### src/rtl/seq_detect_param.sv
// rtl/seq_detect_param.sv - run-time programmable serial pattern detector with match counter
// Optional combinational z_mealy output when SEQ_DETECT_MEALY_OUT_EN is defined.
module seq_detect_param #(
  parameter int                   MAX_LEN     = 8,
  parameter int                   LW          = 4,
  parameter int                   CNT_W       = 8,
  parameter logic [MAX_LEN-1:0]   PAT_DEFAULT = MAX_LEN'(8'b0000_0110),
  parameter int                   LEN_DEFAULT = 4
) (
  input  logic               clk,
  input  logic               reset_n,
  input  logic               clear,
  input  logic               pat_load,
  input  logic [MAX_LEN-1:0] pat_in,
  input  logic [LW-1:0]      len_in,
  input  logic               overlap_en,
  input  logic               x_valid,
  input  logic               x,
`ifdef SEQ_DETECT_MEALY_OUT_EN
  output logic               z_mealy,
`endif
  output logic               z,
  output logic [CNT_W-1:0]   match_cnt,
  output logic               cnt_sat
);

  logic [MAX_LEN-1:0] pat_q, pat_d;
  logic [LW-1:0]      len_q, len_d;
  logic [MAX_LEN-1:0] hist_q, hist_d;
  logic [LW-1:0]      fill_q, fill_d;
  logic               z_q, z_d;
  logic [CNT_W-1:0]   cnt_q, cnt_d;
  logic               sat_q, sat_d;

  logic [MAX_LEN-1:0] cand;
  logic [MAX_LEN-1:0] len_mask;
  logic [LW-1:0]      fill_inc;
  logic [LW-1:0]      len_clamp;
  logic               accept;
  logic               hit;

  always_comb begin
    accept    = x_valid & ~pat_load & ~clear;
    cand      = {hist_q[MAX_LEN-2:0], x};
    len_clamp = (len_in > LW'(MAX_LEN)) ? LW'(MAX_LEN) : len_in;
    fill_inc  = (fill_q >= len_q) ? len_q : fill_q + LW'(1);
    // Only the low len bits of history take part in the comparison.
    for (int i = 0; i < MAX_LEN; i++) begin
      len_mask[i] = (i < int'(len_q));
    end
    hit = accept && (len_q != '0) && (fill_inc == len_q) &&
          (((cand ^ pat_q) & len_mask) == '0);
  end

  always_comb begin
    pat_d  = pat_q;
    len_d  = len_q;
    hist_d = hist_q;
    fill_d = fill_q;
    cnt_d  = cnt_q;
    sat_d  = sat_q;
    z_d    = hit;

    if (accept) begin
      if (hit && !overlap_en) begin
        hist_d = '0;
        fill_d = '0;
      end else begin
        hist_d = cand;
        fill_d = fill_inc;
      end
    end

    if (hit) begin
      if (cnt_q != '1) begin
        cnt_d = cnt_q + CNT_W'(1);
      end
      if (cnt_d == '1) begin
        sat_d = 1'b1;
      end
    end

    if (pat_load) begin
      pat_d  = pat_in;
      len_d  = len_clamp;
      hist_d = '0;
      fill_d = '0;
    end

    // Clear may coincide with pat_load; both apply.
    if (clear) begin
      hist_d = '0;
      fill_d = '0;
      cnt_d  = '0;
      sat_d  = 1'b0;
    end
  end

  always_ff @(posedge clk or negedge reset_n) begin
    if (!reset_n) begin
      pat_q  <= PAT_DEFAULT;
      len_q  <= LW'(LEN_DEFAULT);
      hist_q <= '0;
      fill_q <= '0;
      z_q    <= 1'b0;
      cnt_q  <= '0;
      sat_q  <= 1'b0;
    end else begin
      pat_q  <= pat_d;
      len_q  <= len_d;
      hist_q <= hist_d;
      fill_q <= fill_d;
      z_q    <= z_d;
      cnt_q  <= cnt_d;
      sat_q  <= sat_d;
    end
  end

  assign z         = z_q;
  assign match_cnt = cnt_q;
  assign cnt_sat   = sat_q;

`ifdef SEQ_DETECT_MEALY_OUT_EN
  assign z_mealy = hit;
`endif

endmodule

### config.mk
export PLATFORM = sky130hd
export DESIGN_NAME = seq_detect_param
export DESIGN_NICKNAME = d
export VERILOG_FILES = /design/src/rtl/seq_detect_param.sv
export SDC_FILE = /design/constraint.sdc
export NUM_CORES = 1
export LEC_CHECK = 0
export BUFFER_PORTS_ARGS = -buffer_cell sky130_fd_sc_hd__buf_2
export CORE_MARGIN = 10
export CORE_UTILIZATION = 56
export DETAILED_ROUTE_END_ITERATION = 6
export PLACE_DENSITY_LB_ADDON = 0.25
export SLEW_MARGIN = 20
export SYNTH_ARGS = -nofsm -noshare
export SYNTH_HDL_FRONTEND = slang
export SYNTH_SLANG_ARGS = --single-unit
### constraint.sdc
create_clock -name clk -period 2.8 [get_ports clk]
set_input_delay 0.14 -clock clk [delete_from_list [all_inputs] [get_ports clk]]
set_output_delay 0.14 -clock clk [all_outputs]
set_load 0.02 [all_outputs]
Yosys cells after proc, flatten, opt, wreduce, memory -nomap -nowiden

Cells that the tools add are included.

Bits in registers: 33
Input port bits: 19
Output and inout bits: 10
Word-level logic and storage cells: 56

$add $sub $neg: 2
$lt $le $gt $ge: 10
Equal/unequal tests: 3
Mux-type cells: 17
Bitwise logic cells: 6
Reductions and logical operators: 11

Operator list:

| cell                                                  | number |
|---|---|
| 2-to-1 mux 8 bit                                      | 4 |
| 2-to-1 mux 7 bit                                      | 4 |
| 2-to-1 mux 4 bit                                      | 6 |
| < comparator 3 x 4 -> 1 bit (first input constant)    | 4 |
| adder 8 x 1 -> 8 bit (second input constant)          | 1 |
| bitwise AND 8 bit                                     | 1 |
| equality test 8 bit (second input constant)           | 1 |
| logical NOT 8 bit                                     | 1 |
| < comparator 1 x 4 -> 1 bit (first input constant)    | 2 |
| < comparator 2 x 4 -> 1 bit (first input constant)    | 2 |
| inequality test 8 bit (second input constant)         | 1 |
| XOR 8 bit                                             | 1 |
| adder 4 x 1 -> 4 bit (second input constant)          | 1 |
| equality test 4 bit                                   | 1 |
| >= comparator 4 bit                                   | 1 |
| greater-than comparator 4 bit (second input constant) | 1 |
| logical AND 1 bit                                     | 4 |
| nonzero test 2 bit                                    | 2 |
| nonzero test 4 bit                                    | 1 |
| 2-to-1 mux 1 bit                                      | 3 |
| nonzero test 3 bit                                    | 1 |
| bitwise AND 1 bit                                     | 2 |
| NOT 1 bit                                             | 2 |
| AND reduction 2 bit                                   | 1 |
| logical NOT 1 bit                                     | 1 |

Longest topological paths before layout

Gate-level depths: netlist of the first run.

Word-level depth: 11
Gate-level depth with buffers: 10
Gate-level depth less buffers: 9

Least setup slack after synthesis of the first run

Ideal clock, no wire load.

Kind: reg2reg
Start: reg len_q[2]
End: reg cnt_q[5], in the netlist match_cnt[5]
Data arrival time: 2268 ps
Required time: 2672 ps
Slack: 405 ps
Stages on the path, launching flop included: 9
Buffers on the path: 1
Period minus slack after synthesis: 2395 ps
Cells stage by stage: dfstp_2 > or4b_1 > a2111oi_2 > o21ai_1 > o21ai_2 > nand3_2 > buf_2 > nor3b_1 > mux2_1

Word-level cells in the longest chain between the ends: 6
Elaborated cells between the ends (all ways): 18
Those cells by class: 9 x order compare; 1 x eq/ne; 1 x mux; 1 x bitwise; 6 x reduce/logical

RTL lines:

| item                             | RTL line | text |
|---|---|---|
| start, declared                  | 28       | `logic [LW-1:0] len_q, len_d;` |
| start signal, assigned           | 102      | `len_q <= LW'(LEN_DEFAULT);` |
| start signal, assigned           | 110      | `len_q <= len_d;` |
| >= comparator 4 bit              | 46       | `fill_inc = (fill_q >= len_q) ? len_q : fill_q + LW'(1);` |
| 2-to-1 mux 4 bit                 | 46       |  |
| equality test 4 bit              | 51       | `hit = accept && (len_q != '0) && (fill_inc == len_q) &&` |
| logical AND 1 bit                | 51       |  |
| logical AND 1 bit (*)            | 51       |  |
| nonzero test 2 bit (no line) (*) | -        |  |
| end signal, assigned             | 114      | `cnt_q <= cnt_d;` |
| end, declared                    | 32       | `logic [CNT_W-1:0] cnt_q, cnt_d;` |

Mark *: on every way between the ends. The rest lies on a longest branch, timed or not.
A chain may end at the register's enable or synchronous reset.

Worst setup path after layout of the first run

Start: reg len_q[2]
End: reg cnt_q[3], in the netlist match_cnt[3]

Same word-level chain as after synthesis.

==> flow_summary.ini, run 1 <==
[timing]
maxSlewHeadroom_pct = 52.1
setup_viol = 0
min_period_over_period_pct = 92.2
fin_skew_ns = 0.0128
slew_viol_final = 0
hold_viol = 0
post-route-min-period_ns = 2.58
setup_tns_ns = 0
rsz0062_at_grt = no
tightest_slew_ns = 0.719
max_freq_mhz = 387

[critical_path]
crit_path_start_kind = flop
cp-end-kind = flop
crit_fanout = 11
worst_ep_arrival_time_ns = 2.86
cp.required_ns = 3.08
path_class = flop to flop
worst-r2r-setup-slack_ns = 0.22

[cts]
worstSkewPairLatency_ns = 0.36
numCtsBuffers = 5
htreeDepth = 2
clkTransAtPathRegs_ns = 0.11
cts_buffer_depth = 2
clock_sinks = 33
cts_setup_buffers = 0
root_buffer = clkbuf_4
cts_tree = built

[grt]
gr-total-overflow = 0
grt_pass1_wl_um = 7060
track_usage_pct = 14.4
antenna_found_initial = 0
grt_max_degree = 34
grt_pass1_vias = 1542

[run_status]
status = finished clean

[placed_design]
portBuffers = 28
place_congestion = 0.865
hpwl_um = 3090

[drt]
post_drt_via_cell_ratio = 5.85
first_pass_iters = 4
antenna_left = 0
wl_um = 4130
drc = 0
first_iter_violations = 106
via_count = 1498
wire_per_inst_um = 16.1

[floorplanning]
initial_core_util_pct = 59.0
die_w_um = 77.2
io_pins = 29
fp.dieH_um = 77.2
dieArea_um2 = 5960
fp.coreArea_um2 = 3100
num_rows = 20

[synthesis]
ys.flop_type = dfrtp_1
ys_ff_latch = 33
synth-edff-count = 0
yosysTopAreaCell = dfrtp_1
mappedNetlistArea_um2 = 1830
synth_nets = 202
synth-seq-area-share_pct = 45.3
ys_warn_count = 0
synth_top_area_share_pct = 41.0
synth.avg_cell_area_um2 = 10.3
synth.distinct_cells = 49
ys_async_sr_fraction_pct = 100
ys_top_cells_by_area = dfrtp_1 41%, mux2_2 5.5%, dfstp_2 4.3%, ha_1 4.1%, xnor2_1 3.8%
synth_cells = 177

[cells_and_area]
nNetsFinal = 236
post-route-util_pct = 68.1
syn_to_final_growth_pct = 15.4
drive_above_1_share_pct = 26.4
antenna_cells = 0
nFillCells = 275
final-seq-area_um2 = 830
multi_input_area_um2 = 930

[hold_path]
hp-class = primary input to flop

[power_and_ir_drop]
vdd_drop_max_mv = 0.375
p_per_area_nw_per_um2 = 448
p_leak_nw = 0.956

[job]
cap_violations = 0
==> synth_stat cells (2+ instances only) <==
| library cell | number |
|---|---|
| xor2_1 | 6 |
| and2_1 | 2 |
| a41oi_1 | 2 |
| a31oi_1 | 2 |
| nor3_1 | 3 |
| ha_1 | 6 |
| nand3_1 | 5 |
| o21ai_0 | 6 |
| and3_1 | 2 |
| buf_2 | 4 |
| nor3b_1 | 5 |
| dfstp_2 | 3 |
| a21o_1 | 2 |
| xnor2_1 | 8 |
| inv_1 | 10 |
| dfrtp_1 | 30 |
| nor2b_1 | 2 |
| nand2_1 | 13 |
| nor4_1 | 3 |
| nor2_1 | 9 |
| a22o_1 | 7 |
| clkbuf_1 | 3 |
| a21oi_1 | 5 |
| o31ai_1 | 2 |
| o22ai_1 | 5 |
| mux2_2 | 9 |
==> what timing repair did <==
item | 4_1_cts | 5_1_grt
hold buffers | 2 | 2
hold endpoints to repair | 32 | 2
setup endpoints to repair | 0 | 1
gates resized for setup | 0 | 1
==> worst max-delay path, stage by stage (launching register included) <==
cell and delay, ns:
dfstp_2 0.59, or4b_1 0.48, a2111oi_2 0.31, o21ai_1 0.14, o21ai_2 0.12, nand3_4 0.16
or4_1 0.55, a21oi_1 0.16
==> registers in the layout, summed over array words and instances (netlist names) <==
| register | flops |
|---|---|
| cnt_sat | 1 |
| fill_q | 4 |
| hist_q | 7 |
| len_q | 4 |
| match_cnt | 8 |
| pat_q | 8 |
| z | 1 |
==> power breakdown <==
| group | switching [mW] | total (mW) | internal [mW] |
|---|---|---|---|
| Combinational | 0.0795 | 0.150 | 0.0701 |
| Sequential | 0.0221 | 0.521 | 0.499 |
| Clock | 0.180 | 0.276 | 0.0968 |
==> per-stage QoR <==
stage	cells	setup slack, ns	total power, mW	hold slack [ns]	cell area [um2]
6_report	256	0.217	0.947	0.00294	2110
5_1_grt	256	0.00649	0.993	0.00589	2110
4_1_cts	254	0.178	0.949	0.00406	2090
3_5_place_dp	244	0.234	0.673	0.239	2010
3_3_place_gp	244	0.336	0.664	0.233	2010
2_1_floorplan	177	0.405	0.622	-0.156	1830
==> final cells by class <==
class                   count  area share (%)
flip-flops and latches     33            39.2
well taps                  44            2.60
inverters                  10            1.78
multi-input cells         126            44.0
repair buffers             35            9.59
clock buffers               5            1.78
clock inverters             3            1.07
==> logic make-up after synthesis <==
logic type	share of synthesized area, %
AO/OA/AOI/OAI	17.4
flip-flops	45.3
adder cells (fa/ha/maj)	4.10
multiplexers	6.69
AND/OR/NAND/NOR	15.4
XOR/XNOR	6.69
buffers and inverters	4.37
==> path summary, 6_finish.rpt <==
check                                from      endpoint  depth (start not counted)
worst min-delay path            pat_in[7]      pat_q[7]                          2
max in group asynchronous         reset_n             z                          2
worst max-delay path             len_q[2]  match_cnt[3]                          7
min in group asynchronous         reset_n     fill_q[1]                          2
worst min register to register    cnt_sat       cnt_sat                          1
worst max register to register   len_q[2]  match_cnt[3]                          7
==> layer usage <==
layer,vias to the layer above,global-route usage (%),wire length (um)
li1,722,-,-
met1,741,16.9,1870
met2,30,23.2,1940
met3,5,4.66,252
met4,0,6.93,63
met5,-,0,0
==> cells in the final DEF, fill, tap and decap left out, types with 4 or more instances in the layout <==
cell type / Yosys / routed
o22ai_1: 5 / 5
clkbuf_4: 0 / 5
nor2_1: 9 / 9
buf_2: 4 / 28
nand2_1: 13 / 13
dlygate4sd3_1: 0 / 4
mux2_2: 9 / 9
nor3b_1: 5 / 5
inv_1: 10 / 10
ha_1: 6 / 6
xor2_1: 6 / 6
a21oi_1: 5 / 5
o21ai_0: 6 / 6
xnor2_1: 8 / 8
dfrtp_1: 30 / 30
a22o_1: 7 / 7
nand3_1: 5 / 5
No activity file was read; power rests on OpenSTA's default activity.
==> inputs of run 2 (changes only) <==
CORE_MARGIN = not set   (was 10)
clock period = 2.7 ns   (was 2.8 ns; I/O delays follow)
==> run 2 against run 1 <==
Global-route usage rose by 11 points. Power rose by 7.5%. Final area rose by 2.4%. Sequential cell count did not move. Critical path type unchanged. Critical endpoint unchanged.
==> flow_summary.ini, run 2 (synthesis gave the netlist of run 1 again) <==
[power_and_ir_drop]
p_leak_nw = 0.994
vdd_drop_max_mv = 0.286
p_per_area_nw_per_um2 = 470

[drt]
post_drt_via_cell_ratio = 5.70
first_iter_violations = 106
antenna_left = 0
first_pass_iters = 4
wire_per_inst_um = 15.4
wl_um = 4010
via_count = 1483
drc = 0

[job]
cap_violations = 0

[critical_path]
crit_path_start_kind = flop
cp-end-kind = flop
crit_fanout = 9
path_class = flop to flop
cp.required_ns = 2.96
slowest_stage = dfstp_2
crit_buf_inv = 0
worst_ep_arrival_time_ns = 2.82
crit_path_max_incr_delay_ns = 0.58
crit_path_cell_trace = or4b_1 -> a2111oi_4 -> o21ai_1 -> o21ai_2 -> nand3_4 -> or4_1 -> a21oi_1
critPathTopFamily = simple AND/OR/NAND/NOR gates
worst-r2r-setup-slack_ns = 0.15

[cts]
clkTransAtPathRegs_ns = 0.10
numCtsBuffers = 5
clock_sinks = 33
worstSkewPairLatency_ns = 0.34
cts_buffer_depth = 2
htreeDepth = 2
cts_tree = built
root_buffer = clkbuf_4

[timing]
maxSlewHeadroom_pct = 52.3
setup_tns_ns = 0
max_freq_mhz = 391
fin_skew_ns = 0.0142
setup_viol = 0
slew_viol_final = 0
post-route-min-period_ns = 2.55
rsz0062_at_grt = no
min_period_over_period_pct = 94.6
tightest_slew_ns = 0.716
hold_viol = 0
hold_slack_ns = 0.0198

[cells_and_area]
drive_above_1_share_pct = 28.7
layout_common_cells = 30 x dfrtp_1, 28 x buf_2, 13 x nand2_1
antenna_cells = 0
multi_input_area_um2 = 943
final_common_cell = dfrtp_1
nNetsFinal = 240
nFillCells = 273
syn_to_final_growth_pct = 18.2
final-seq-area_um2 = 830

[floorplanning]
fp.coreArea_um2 = 3080
dieArea_um2 = 3500
fp.dieH_um = 59.2
initial_core_util_pct = 59.5
io_pins = 29
die_w_um = 59.2
num_rows = 20

[grt]
grt_max_degree = 34
grt_pass1_vias = 1381
use_met1_pct = 34.5
globalRouteMet3Util_pct = 7.42
use_met2_pct = 38.5
gr-total-overflow = 0
grt_pass1_wl_um = 6480
antenna_found_initial = 0
track_usage_pct = 25.4
top_usage_layer = met2

[run_status]
status = finished clean

[placed_design]
portBuffers = 28
hpwl_um = 2860
place_congestion = 0.882

[hold_path]
hp-class = primary input to flop
[run 2: worst paths after layout]
path / from / to / depth (start not counted)
hold reg to reg: pat_q[6] / pat_q[6] / 1
hold / removal: pat_in[7] / pat_q[7] / 2
min in group asynchronous: reset_n / fill_q[1] / 2
setup reg to reg: len_q[2] / match_cnt[3] / 7
max in group asynchronous: reset_n / match_cnt[4] / 2
setup / recovery: len_q[2] / match_cnt[3] / 7
[run 2: metrics by stage]
stage	power [mW]	cells	setup WS, ns	cell area (um2)	util [%]
3_5_place_dp	0.698	246	0.143	2020	65.7
4_1_cts	1.01	256	0.0793	2110	68.6
6_report	1.02	260	0.145	2170	70.4
3_3_place_gp	0.692	246	0.209	2020	65.7
2_1_floorplan	0.645	177	0.305	1830	-
5_1_grt	1.06	260	0.00352	2170	70.4
[run 2: timing repair]
| action | CTS | global route |
|---|---|---|
| resized for setup | 0 | 3 |
| hold endpoints to repair | 31 | 1 |
| hold buffers | 2 | 1 |
| setup endpoints to repair | 0 | 3 |
| setup buffers | 0 | 3 |
[run 2: routing by layer]
layer / vias up / wire, um
met2: 42 / 1860
met1: 701 / 1900
li1: 728 / -
met3: 12 / 189
met4: 0 / 70
met5: - / 0
[run 2: final cells by class]
class | count | share of cell area [%]
multi-input cells | 126 | 43.6
well taps | 44 | 2.54
repair buffers | 39 | 10.6
clock inverters | 1 | 0.231
clock buffers | 7 | 3.00
inverters | 10 | 1.73
flip-flops and latches | 33 | 38.3
[run 2: worst reg2reg max path, stage by stage, from the launching register on]
cell and delay [ns]:
dfstp_2 0.58, or4b_1 0.50, a2111oi_4 0.30, o21ai_1 0.12
o21ai_2 0.11, nand3_4 0.16, or4_1 0.55, a21oi_1 0.16
[run 2: power breakdown]
part	switching, mW	internal (mW)	leakage (nW)	total, mW
sequential	0.0213	0.517	0.432	0.539
combinational	0.0859	0.0759	0.520	0.162
clock	0.167	0.151	0.0413	0.318
==> inputs of run 3 (changes only) <==
ABC_AREA = 1   (was not set)
CORE_UTILIZATION = 57   (was 56)
==> run 3 against run 2 <==
Cell count grew 49%. Non-clock buffer count shrank 7. Fmax rose by 10%. Power up 14%. Largest cell class unchanged. Synthesized area grew 16%. Core utilization fell by 0.14 points. Worst setup slack better by 0.24 ns. Critical path type unchanged. Sequential cell count unchanged. Final area grew 12%. Clock skew is 0.0057 ns lower. Via count rose by 38%.
==> flow_summary.ini, run 3 <==
[critical_path]
cp-end-kind = flop
crit_end = hist_q[3]
crit_fanout = 9
worst_ep_arrival_time_ns = 2.50
timing.rr.start = len_q[2]
worst-r2r-setup-slack_ns = 0.39
r2r-end = hist_q[3]
startpoint = len_q[2]
cp.required_ns = 2.88
crit_path_start_kind = flop
path_class = flop to flop
r2r_cells = 12

[synthesis]
post-synth-top-count-cell = nand2_1
synth_top_area_share_pct = 35.4
ys_top_cells_by_area = dfrtp_1 35%, nand2_1 22%, inv_1 6.4%, nor2_1 4.6%, nand3_1 4.5%
yosysTopAreaCell = dfrtp_1
ys_async_sr_fraction_pct = 100
mappedNetlistArea_um2 = 2120
synth.distinct_cells = 30
ys_ff_latch = 33
synth_cells = 307
ys.flop_type = dfrtp_1
synth_common_cells = 124 x nand2_1, 36 x inv_1, 30 x dfrtp_1
synth_nets = 332
synth-edff-count = 0
synth-seq-area-share_pct = 39.2
ys_warn_count = 0
synth.avg_cell_area_um2 = 6.90

[cts]
cts_tree = built
htreeDepth = 2
root_buffer = clkbuf_8
clock_sinks = 33
cts_setup_buffers = 0
cts_buffer_depth = 2
numCtsBuffers = 5
worstSkewPairLatency_ns = 0.29
clkTransAtPathRegs_ns = 0.07

[drt]
drc = 0
wl_um = 4690
wire_per_inst_um = 12.1
via_count = 2047
antenna_left = 0
post_drt_via_cell_ratio = 5.29
first_iter_violations = 135
first_pass_iters = 4

[grt]
grt_pass1_wl_um = 8190
track_usage_pct = 26.6
antenna_found_initial = 0
grt_max_degree = 34
gr-total-overflow = 0
grt_pass1_vias = 1963

[placed_design]
dp_cells = 378
place_congestion = 0.899
hpwl_um = 3380
portBuffers = 28

[timing]
rsz0062_at_grt = no
hold_slack_ns = 0.0391
setup_viol = 0
setup_tns_ns = 0
tightest_slew_ns = 0.738
maxSlewHeadroom_pct = 50.8
fin_skew_ns = 0.00844
post-route-min-period_ns = 2.31
max_freq_mhz = 432
hold_viol = 0
min_period_over_period_pct = 85.7
slew_viol_final = 0

[job]
cap_violations = 0

[cells_and_area]
nFillCells = 314
layout_common_cells = 124 x nand2_1, 36 x inv_1, 30 x dfrtp_1
final_common_cell = nand2_1
final_cell_count_no_fill = 387
nNetsFinal = 365
antenna_cells = 0
drive_above_1_share_pct = 17.0
syn_to_final_growth_pct = 14.1

[floorplanning]
initial_core_util_pct = 61.5
num_rows = 21
io_pins = 29
die_w_um = 63.0
fp.dieH_um = 63.0
fp.coreArea_um2 = 3440
dieArea_um2 = 3960

[power_and_ir_drop]
p_leak_nw = 1.33
p_per_area_nw_per_um2 = 480
vdd_drop_max_mv = 0.373

[run_status]
status = finished clean

[hold_path]
hp-class = primary input to flop
-- run 3: worst min path at each step --
stage / from / depth (start not counted) / slack, ns / to
after global routing: pat_in[7] / 3 / 0.05 / pat_q[7]
after global placement: reset_n / 1 / 0.23 / fill_q[3]
after detailed placement: reset_n / 1 / 0.23 / fill_q[3]
after floorplan: reset_n / 0 / -0.16 / cnt_sat
after CTS: pat_in[7] / 3 / 0.04 / pat_q[7]
final: pat_in[7] / 3 / 0.04 / pat_q[7]
-- run 3: repair_timing --
action | in CTS | in global routing
hold endpoints to repair | 30 | 0
hold buffers | 1 | 0
resized for setup | 0 | 0
-- run 3: final cells by class --
class | count | area, um2 | area share [%]
clock inverters | 2 | 35.0 | 1.45
repair buffers | 32 | 173 | 7.14
multi-input cells | 227 | 1090 | 45.1
well taps | 46 | 57.6 | 2.38
inverters | 41 | 159 | 6.57
clock buffers | 6 | 72.6 | 3.00
flip-flops and latches | 33 | 830 | 34.3
-- run 3: critical path, stage by stage (launching register included) --
cell,delay (ns)
dfstp_2,0.57
inv_2,0.08
ha_1,0.29
nand2_1,0.05
inv_1,0.07
nand2_2,0.12
nand4_1,0.10
nand2_1,0.05
nor2_1,0.20
nand4_1,0.29
buf_4,0.26
nand2_1,0.06
nand2_1,0.05
-- run 3: kinds of logic after synthesis --
family          after synthesis  synth area share (%)
buf+inv                      47                  9.33
flops                        33                  39.2
fa+ha+maj                     6                  3.54
xor+xnor                      6                  2.48
simple gates                197                  40.5
compound gates               18                  5.02
-- run 3: where the power goes --
part | switching, mW | internal, mW | leakage [nW]
clock | 0.189 | 0.274 | 0.0552
combinational | 0.107 | 0.0555 | 0.844
sequential | 0.0200 | 0.517 | 0.434
total | 0.315 | 0.846 | 1.33
-- run 3: per-layer routing --
| metal | GRT usage (%) | wire (um) | up-vias |
|---|---|---|---|
| li1 | - | - | 1029 |
| met1 | 31.7 | 2060 | 938 |
| met2 | 44.4 | 2300 | 70 |
| met3 | 6.02 | 253 | 10 |
| met4 | 13.7 | 81 | 0 |
| met5 | 0 | 0 | - |
-- run 3: per-stage QoR --
step | worst slack, ns | power [mW] | instance area [um2] | util, %
after detailed placement | 0.443 | 0.704 | 2300 | 66.8
after global routing | 0.195 | 1.21 | 2420 | 70.2
after global placement | 0.489 | 0.699 | 2300 | 66.8
final | 0.387 | 1.16 | 2420 | 70.2
after CTS | 0.405 | 1.17 | 2420 | 70.2
after floorplan | 0.785 | 0.652 | 2120 | -
